`src/rtl/guess_pkg.sv`:
```
// Shared types and constants for the guess scorer.
// Holds the FSM state enum, code geometry, count width and a min helper.
package guess_pkg;

    typedef enum logic [1:0] {
        IDLE,
        EXACT,
        COLOR,
        DONE
    } state_t;

    localparam int NUM_POS     = 4;
    localparam int NUM_COLORS  = 8;
    localparam int COLOR_W_DEF = 3;
    localparam int CNT_W       = 3;

    function automatic logic [CNT_W-1:0] min_cnt(
        input logic [CNT_W-1:0] a,
        input logic [CNT_W-1:0] b
    );
        return (a < b) ? a : b;
    endfunction

endpackage

```
`src/rtl/guess_scorer_color_count.sv`:
```
// color_count: number of the four entries equal to a given color.
// Ports: entries_i (four packed codes), color_i (probe), count_o (0-4).
module color_count
    import guess_pkg::*;
#(
    parameter int COLOR_W = COLOR_W_DEF
) (
    input  logic [NUM_POS-1:0][COLOR_W-1:0] entries_i,
    input  logic [COLOR_W-1:0]              color_i,
    output logic [CNT_W-1:0]                count_o
);

    always_comb begin
        count_o = '0;
        for (int i = 0; i < NUM_POS; i++) begin
            if (entries_i[i] == color_i) begin
                count_o = count_o + CNT_W'(1);
            end
        end
    end

endmodule

```
`src/rtl/guess_scorer.sv`:
```
// guess_scorer: sequential Mastermind-style scorer (4 exact + 8 color cycles).
// Ports: clk, rst (sync, high), submit pulse, guess0-3, secret0-3 in;
// busy, done pulse, exact, partial, win out. With GUESS_SCORER_LIMIT_EN
// defined, attempts and game_over are added and submits stop at game over.
module guess_scorer
    import guess_pkg::*;
#(
    parameter int MAX_ATTEMPTS = 10,
    parameter int COLOR_W      = COLOR_W_DEF
) (
    input  logic               clk,
    input  logic               rst,
    input  logic               submit,
    input  logic [COLOR_W-1:0] guess0,
    input  logic [COLOR_W-1:0] guess1,
    input  logic [COLOR_W-1:0] guess2,
    input  logic [COLOR_W-1:0] guess3,
    input  logic [COLOR_W-1:0] secret0,
    input  logic [COLOR_W-1:0] secret1,
    input  logic [COLOR_W-1:0] secret2,
    input  logic [COLOR_W-1:0] secret3,
    output logic               busy,
    output logic               done,
    output logic [2:0]         exact,
    output logic [2:0]         partial,
    output logic               win
`ifdef GUESS_SCORER_LIMIT_EN
    ,
    output logic [3:0]         attempts,
    output logic               game_over
`endif
);

    state_t state_q, state_d;

    logic [NUM_POS-1:0][COLOR_W-1:0] gq_q, sq_q;
    logic [2:0]       cnt_q;
    logic [CNT_W-1:0] ex_acc_q, tot_acc_q;
    logic [CNT_W-1:0] g_cnt, s_cnt;
    logic [2:0]       exact_q, partial_q;
    logic             win_q, done_q;
    logic             blocked, accept, pos_hit, win_d;

    assign accept  = (state_q == IDLE) && submit && !blocked;
    assign pos_hit = gq_q[cnt_q[1:0]] == sq_q[cnt_q[1:0]];
    assign win_d   = ex_acc_q == CNT_W'(NUM_POS);

    color_count #(.COLOR_W(COLOR_W)) u_cnt_g (
        .entries_i(gq_q),
        .color_i  (COLOR_W'(cnt_q)),
        .count_o  (g_cnt)
    );

    color_count #(.COLOR_W(COLOR_W)) u_cnt_s (
        .entries_i(sq_q),
        .color_i  (COLOR_W'(cnt_q)),
        .count_o  (s_cnt)
    );

    always_ff @(posedge clk) begin
        if (rst) state_q <= IDLE;
        else     state_q <= state_d;
    end

    always_comb begin
        state_d = state_q;
        unique case (state_q)
            IDLE:  if (accept) state_d = EXACT;
            EXACT: if (cnt_q == 3'(NUM_POS - 1)) state_d = COLOR;
            COLOR: if (cnt_q == 3'(NUM_COLORS - 1)) state_d = DONE;
            DONE:  state_d = IDLE;
            default: state_d = IDLE;
        endcase
    end

    always_comb begin
        busy = (state_q != IDLE);
    end

    always_ff @(posedge clk) begin
        if (rst) begin
            gq_q      <= '0;
            sq_q      <= '0;
            cnt_q     <= '0;
            ex_acc_q  <= '0;
            tot_acc_q <= '0;
            exact_q   <= '0;
            partial_q <= '0;
            win_q     <= 1'b0;
            done_q    <= 1'b0;
        end else begin
            done_q <= 1'b0;
            unique case (state_q)
                IDLE: begin
                    if (accept) begin
                        gq_q      <= {guess3, guess2, guess1, guess0};
                        sq_q      <= {secret3, secret2, secret1, secret0};
                        cnt_q     <= '0;
                        ex_acc_q  <= '0;
                        tot_acc_q <= '0;
                    end
                end
                EXACT: begin
                    if (pos_hit) ex_acc_q <= ex_acc_q + CNT_W'(1);
                    // Restart the index so COLOR begins at color 0.
                    if (cnt_q == 3'(NUM_POS - 1)) cnt_q <= '0;
                    else                          cnt_q <= cnt_q + 3'd1;
                end
                COLOR: begin
                    tot_acc_q <= tot_acc_q + min_cnt(g_cnt, s_cnt);
                    cnt_q     <= cnt_q + 3'd1;
                end
                DONE: begin
                    done_q    <= 1'b1;
                    exact_q   <= ex_acc_q;
                    partial_q <= tot_acc_q - ex_acc_q;
                    win_q     <= win_d;
                end
                default: ;
            endcase
        end
    end

    assign done    = done_q;
    assign exact   = exact_q;
    assign partial = partial_q;
    assign win     = win_q;

`ifdef GUESS_SCORER_LIMIT_EN
    localparam logic [3:0] MAX_A = 4'(MAX_ATTEMPTS);

    logic [3:0] att_q, att_nx;
    logic       go_q;

    assign att_nx = (att_q < MAX_A) ? att_q + 4'd1 : att_q;

    always_ff @(posedge clk) begin
        if (rst) begin
            att_q <= '0;
            go_q  <= 1'b0;
        end else if (state_q == DONE) begin
            att_q <= att_nx;
            go_q  <= win_d || (att_nx == MAX_A);
        end
    end

    assign blocked   = go_q;
    assign attempts  = att_q;
    assign game_over = go_q;
`else
    localparam int unused_max_attempts = MAX_ATTEMPTS;

    assign blocked = 1'b0;
`endif

endmodule

```
`config.mk`:
```
export PLATFORM = sky130hd
export DESIGN_NAME = guess_scorer
export DESIGN_NICKNAME = d
export VERILOG_FILES = /design/src/rtl/guess_pkg.sv /design/src/rtl/guess_scorer_color_count.sv /design/src/rtl/guess_scorer.sv
export SDC_FILE = /design/constraint.sdc
export NUM_CORES = 1
export LEC_CHECK = 0
export BUFFER_PORTS_ARGS = -buffer_cell sky130_fd_sc_hd__buf_2
export CAP_MARGIN = 20
export CORE_ASPECT_RATIO = 0.9
export CORE_MARGIN = 2
export CORE_UTILIZATION = 52
export DETAILED_ROUTE_END_ITERATION = 10
export GPL_TIMING_DRIVEN = 0
export PLACE_DENSITY = 0.76
export SYNTH_ARGS = -nofsm -noshare
export SYNTH_HDL_FRONTEND = slang
export SYNTH_HIERARCHICAL = 1
export SYNTH_SLANG_ARGS = --single-unit
```
`constraint.sdc`:
```
create_clock -name clk -period 4.15 [get_ports clk]
set_input_delay 0.415 -clock clk [delete_from_list [all_inputs] [get_ports clk]]
set_output_delay 0.415 -clock clk [all_outputs]
set_load 0.1 [all_outputs]
```
==> key figures <==
Detailed routing
  – Starting DRT DRC Count: 57
  – Vias: between 2,000 and 2,500
  – Via-to-Cell Ratio: ~5.2
  – Final WL: a little under 6 mm
  – Router iterations before antenna repair: 4
  – DR WL/cell: 13.6 µm
  – DRC errors left: 0
  – ANT nets after route: 0

Floorplanning
  – Site row count: 24
  – # IOs: 36
  – Core Area: 0.00492 mm²
  – Initial Util: a little over half
  – DIE WIDTH: approximately 80 µm
  – Die area: 0.00576 mm²
  – Die Ht: between 70 and 80 µm

GRT
  – Vias in the first global route: approximately 2,100
  – Overflow after GRT: 0
  – Number of antenna violations at the first check in global routing: 0
  – First-pass GRT wire length: about 9.6 mm
  – Largest net degree at the start of global routing: 14
  – Total global-route track usage: a little over a fifth

Clock tree
  – CTS tree: yes
  – Worst skew pair latency: 0.30 ns
  – CTS HTree Levels: 2
  – Reg clk slew, reported paths: about 0.080 ns
  – Num CTS Buffers: 5
  – CTS Root Cell: clkbuf_8
  – Cts hold-fix bufs: 0
  – Max Root-Sink Buffers: 2
  – TritonCTS Sinks: 43

Setup path
  – CP delay by family, top: adder cells
  – Worst Path Arrival: between 4 and 5 ns
  – Crit-path slowest cell: or3_4
  – Startpoint Class: flop
  – Worst Setup End Kind: flop
  – CP bufs+invs: 2
  – Cell chain of the critical path: buf_6 > xor2_1 > or3_4 > xnor2_4 > ha_1 > mux2_2 > inv_1 > ha_1 > a21o_1 > a21oi_2 > mux2_4 > ha_2 > fa_2 > xnor2_2 > mux2_4 > a21oi_2
  – Crit path kind: flop to flop
  – Critical Path RT: 4.39 ns
  – CP max FO: 6
  – CP peak stage delay: about 0.42 ns

Cells and area
  – Ant. Diodes: 0
  – Non-filler cells, final: roughly 430
  – Area growth syn-to-layout: 18.5%
  – Final nets: 416
  – Fraction of layout cells with a size suffix above 1: 23.2%

Timing
  – Period Utilization, post-route: 96.2%
  – RSZ-0062 raised after global routing: no
  – Final TNS setup: 0 ns
  – Hold_ws: 0.344 ns
  – Fin. max-slew vios: 0
  – Final setup violation count: 0
  – Least-Margin Pin Slew: roughly 0.57 ns
  – Max Freq: 0.250 GHz
  – Post-Route Skew: between 0.003 and 0.004 ns
  – Fin. Hold Viols: 0
  – Headroom to the max-slew limit: between 60 and 70%
  – Crit path time final: roughly 4.0 ns

Placed design
  – Placed cell count: about 410
  – PortBufs: 34
  – RD Place Congestion: around 0.84
  – HPWL after DPL: 4.16 mm

Synthesis
  – Synth Flop Type: dfxtp_1
  – Sequential-to-total area share from yosys stat: between 30% and 40%
  – Synthesized area per cell: between 8 and 9 µm²
  – Async SR Flop Fraction: 0%
  – Syn Inst Count: approximately 320
  – Top post-synthesis cells by count: 55 x nand2_1, 43 x dfxtp_1, 31 x a21oi_1, 22 x xnor2_1
  – Area leader, netlist: dfxtp_1
  – Top-count cell post-synth: nand2_1
  – Post-synthesis net count: ~370
  – Area contributors post-synth: dfxtp_1 32%, ha_1 9.8%, nand2_1 7.7%, xnor2_1 7.2%, xor2_1 6.8%
  – Share of the synthesized area in the top cell type: around a third
  – Number of enable flip-flop cells after synthesis: 0
  – Flops & latches, synth: 43
  – Syn. warnings: 6
  – Mapped Area: ~0.0027 mm²
  – Post-synthesis cell type count: 36

Power and ir drop
  – Leakage: 1.41 nW
  – Tot Pwr: 2.70 mW
  – Peak supply drop: between 1000 and 1500 µV
  – PD cells: between 800 and 900 mW/mm²

Hold path
  – Hold Crit Class: input port to flop

Status
  – Outcome: complete, no violations

Job
  – Number of max-cap violations: 0
-- layout by cell type, fill, tap and decap left out, types with 3 or more instances in the layout --
master	n
ha_1	18
mux2i_1	6
inv_1	17
clkbuf_8	6
o21ai_0	4
nor2b_1	4
nor2_1	19
a22oi_1	3
mux2_4	5
nor3_1	9
xnor2_1	20
o31ai_1	3
a21oi_1	30
nand2b_1	6
buf_2	38
nand3_1	5
xor2_1	21
buf_4	8
dfxtp_1	39
nand2_1	55
clkbuf_1	9
dfxtp_4	3
a32oi_1	3
-- cells by family after synthesis --
kind of cell / after synthesis / share of synthesized area, %
AO/OA/AOI/OAI: 52 / 12.3
XOR/XNOR: 45 / 16.1
adder cells (fa/ha/maj): 23 / 11.3
buffers and inverters: 29 / 4.19
flip-flops: 43 / 32.1
multiplexers: 13 / 5.73
AND/OR/NAND/NOR: 110 / 18.4
-- state kept, by name (all words and copies together) (netlist names) --
name / flops
ex_acc_q: 3
gq_q: 12
done: 1
sq_q: 12
partial: 3
tot_acc_q: 3
exact: 3
win: 1
cnt_q: 3
state_q: 2
-- per-layer routing --
metal | wire (µm) | global-route usage [%]
met1 | 2680 | 27.7
met3 | 262 | 4.73
met5 | 0 | 0
met4 | 127 | 8.47
met2 | 2800 | 35.0
-- timing repair --
item,in CTS,in global routing
pin swaps,0,5
endpoints found under the hold margin,0,0
setup buffers,4,6
setup endpoints to repair,1,1
gates resized for setup,7,12
-- power breakdown --
part	switching, mW	internal [mW]	total (mW)	leakage (nW)
sequential	0.0812	0.480	0.561	0.353
clock	0.146	0.136	0.282	0.0484
combinational	0.961	0.898	1.86	1.00
-- through the flow --
step | area, µm² | worst slack [ns] | util [%]
3_3_place_gp | 2940 | -0.122 | 59.7
3_5_place_dp | 2940 | -0.180 | 59.7
5_1_grt | 3180 | 0.00887 | 64.6
4_1_cts | 3100 | 0.0129 | 62.9
6_report | 3180 | 0.157 | 64.6
2_1_floorplan | 2690 | 0.121 | -
-- area by class of cell --
class / instances / area (µm²)
well taps: 65 / 81.3
fillers: 446 / 1740
clock inverters: 1 / 8.76
repair buffers: 44 / 246
flip-flops and latches: 43 / 873
multi-input cells: 243 / 1770
inverters: 17 / 63.8
plain buffers: 12 / 48.8
clock buffers: 7 / 86.3
-- worst paths after layout --
kind	start	to	slack, ns	depth (start not counted)
min reg2reg	win	win	0.47	2
min	guess0[1]	gq_q[1]	0.34	3
max reg2reg	cnt_q[1]	tot_acc_q[2]	0.16	16
max	cnt_q[1]	tot_acc_q[2]	0.16	16
-- worst min-delay path, cell delays in order --
cell and delay [ns]:
buf_2 0.09, nand2_1 0.04, a21oi_1 0.05
Note: power is estimated with default switching activity, not from simulation.
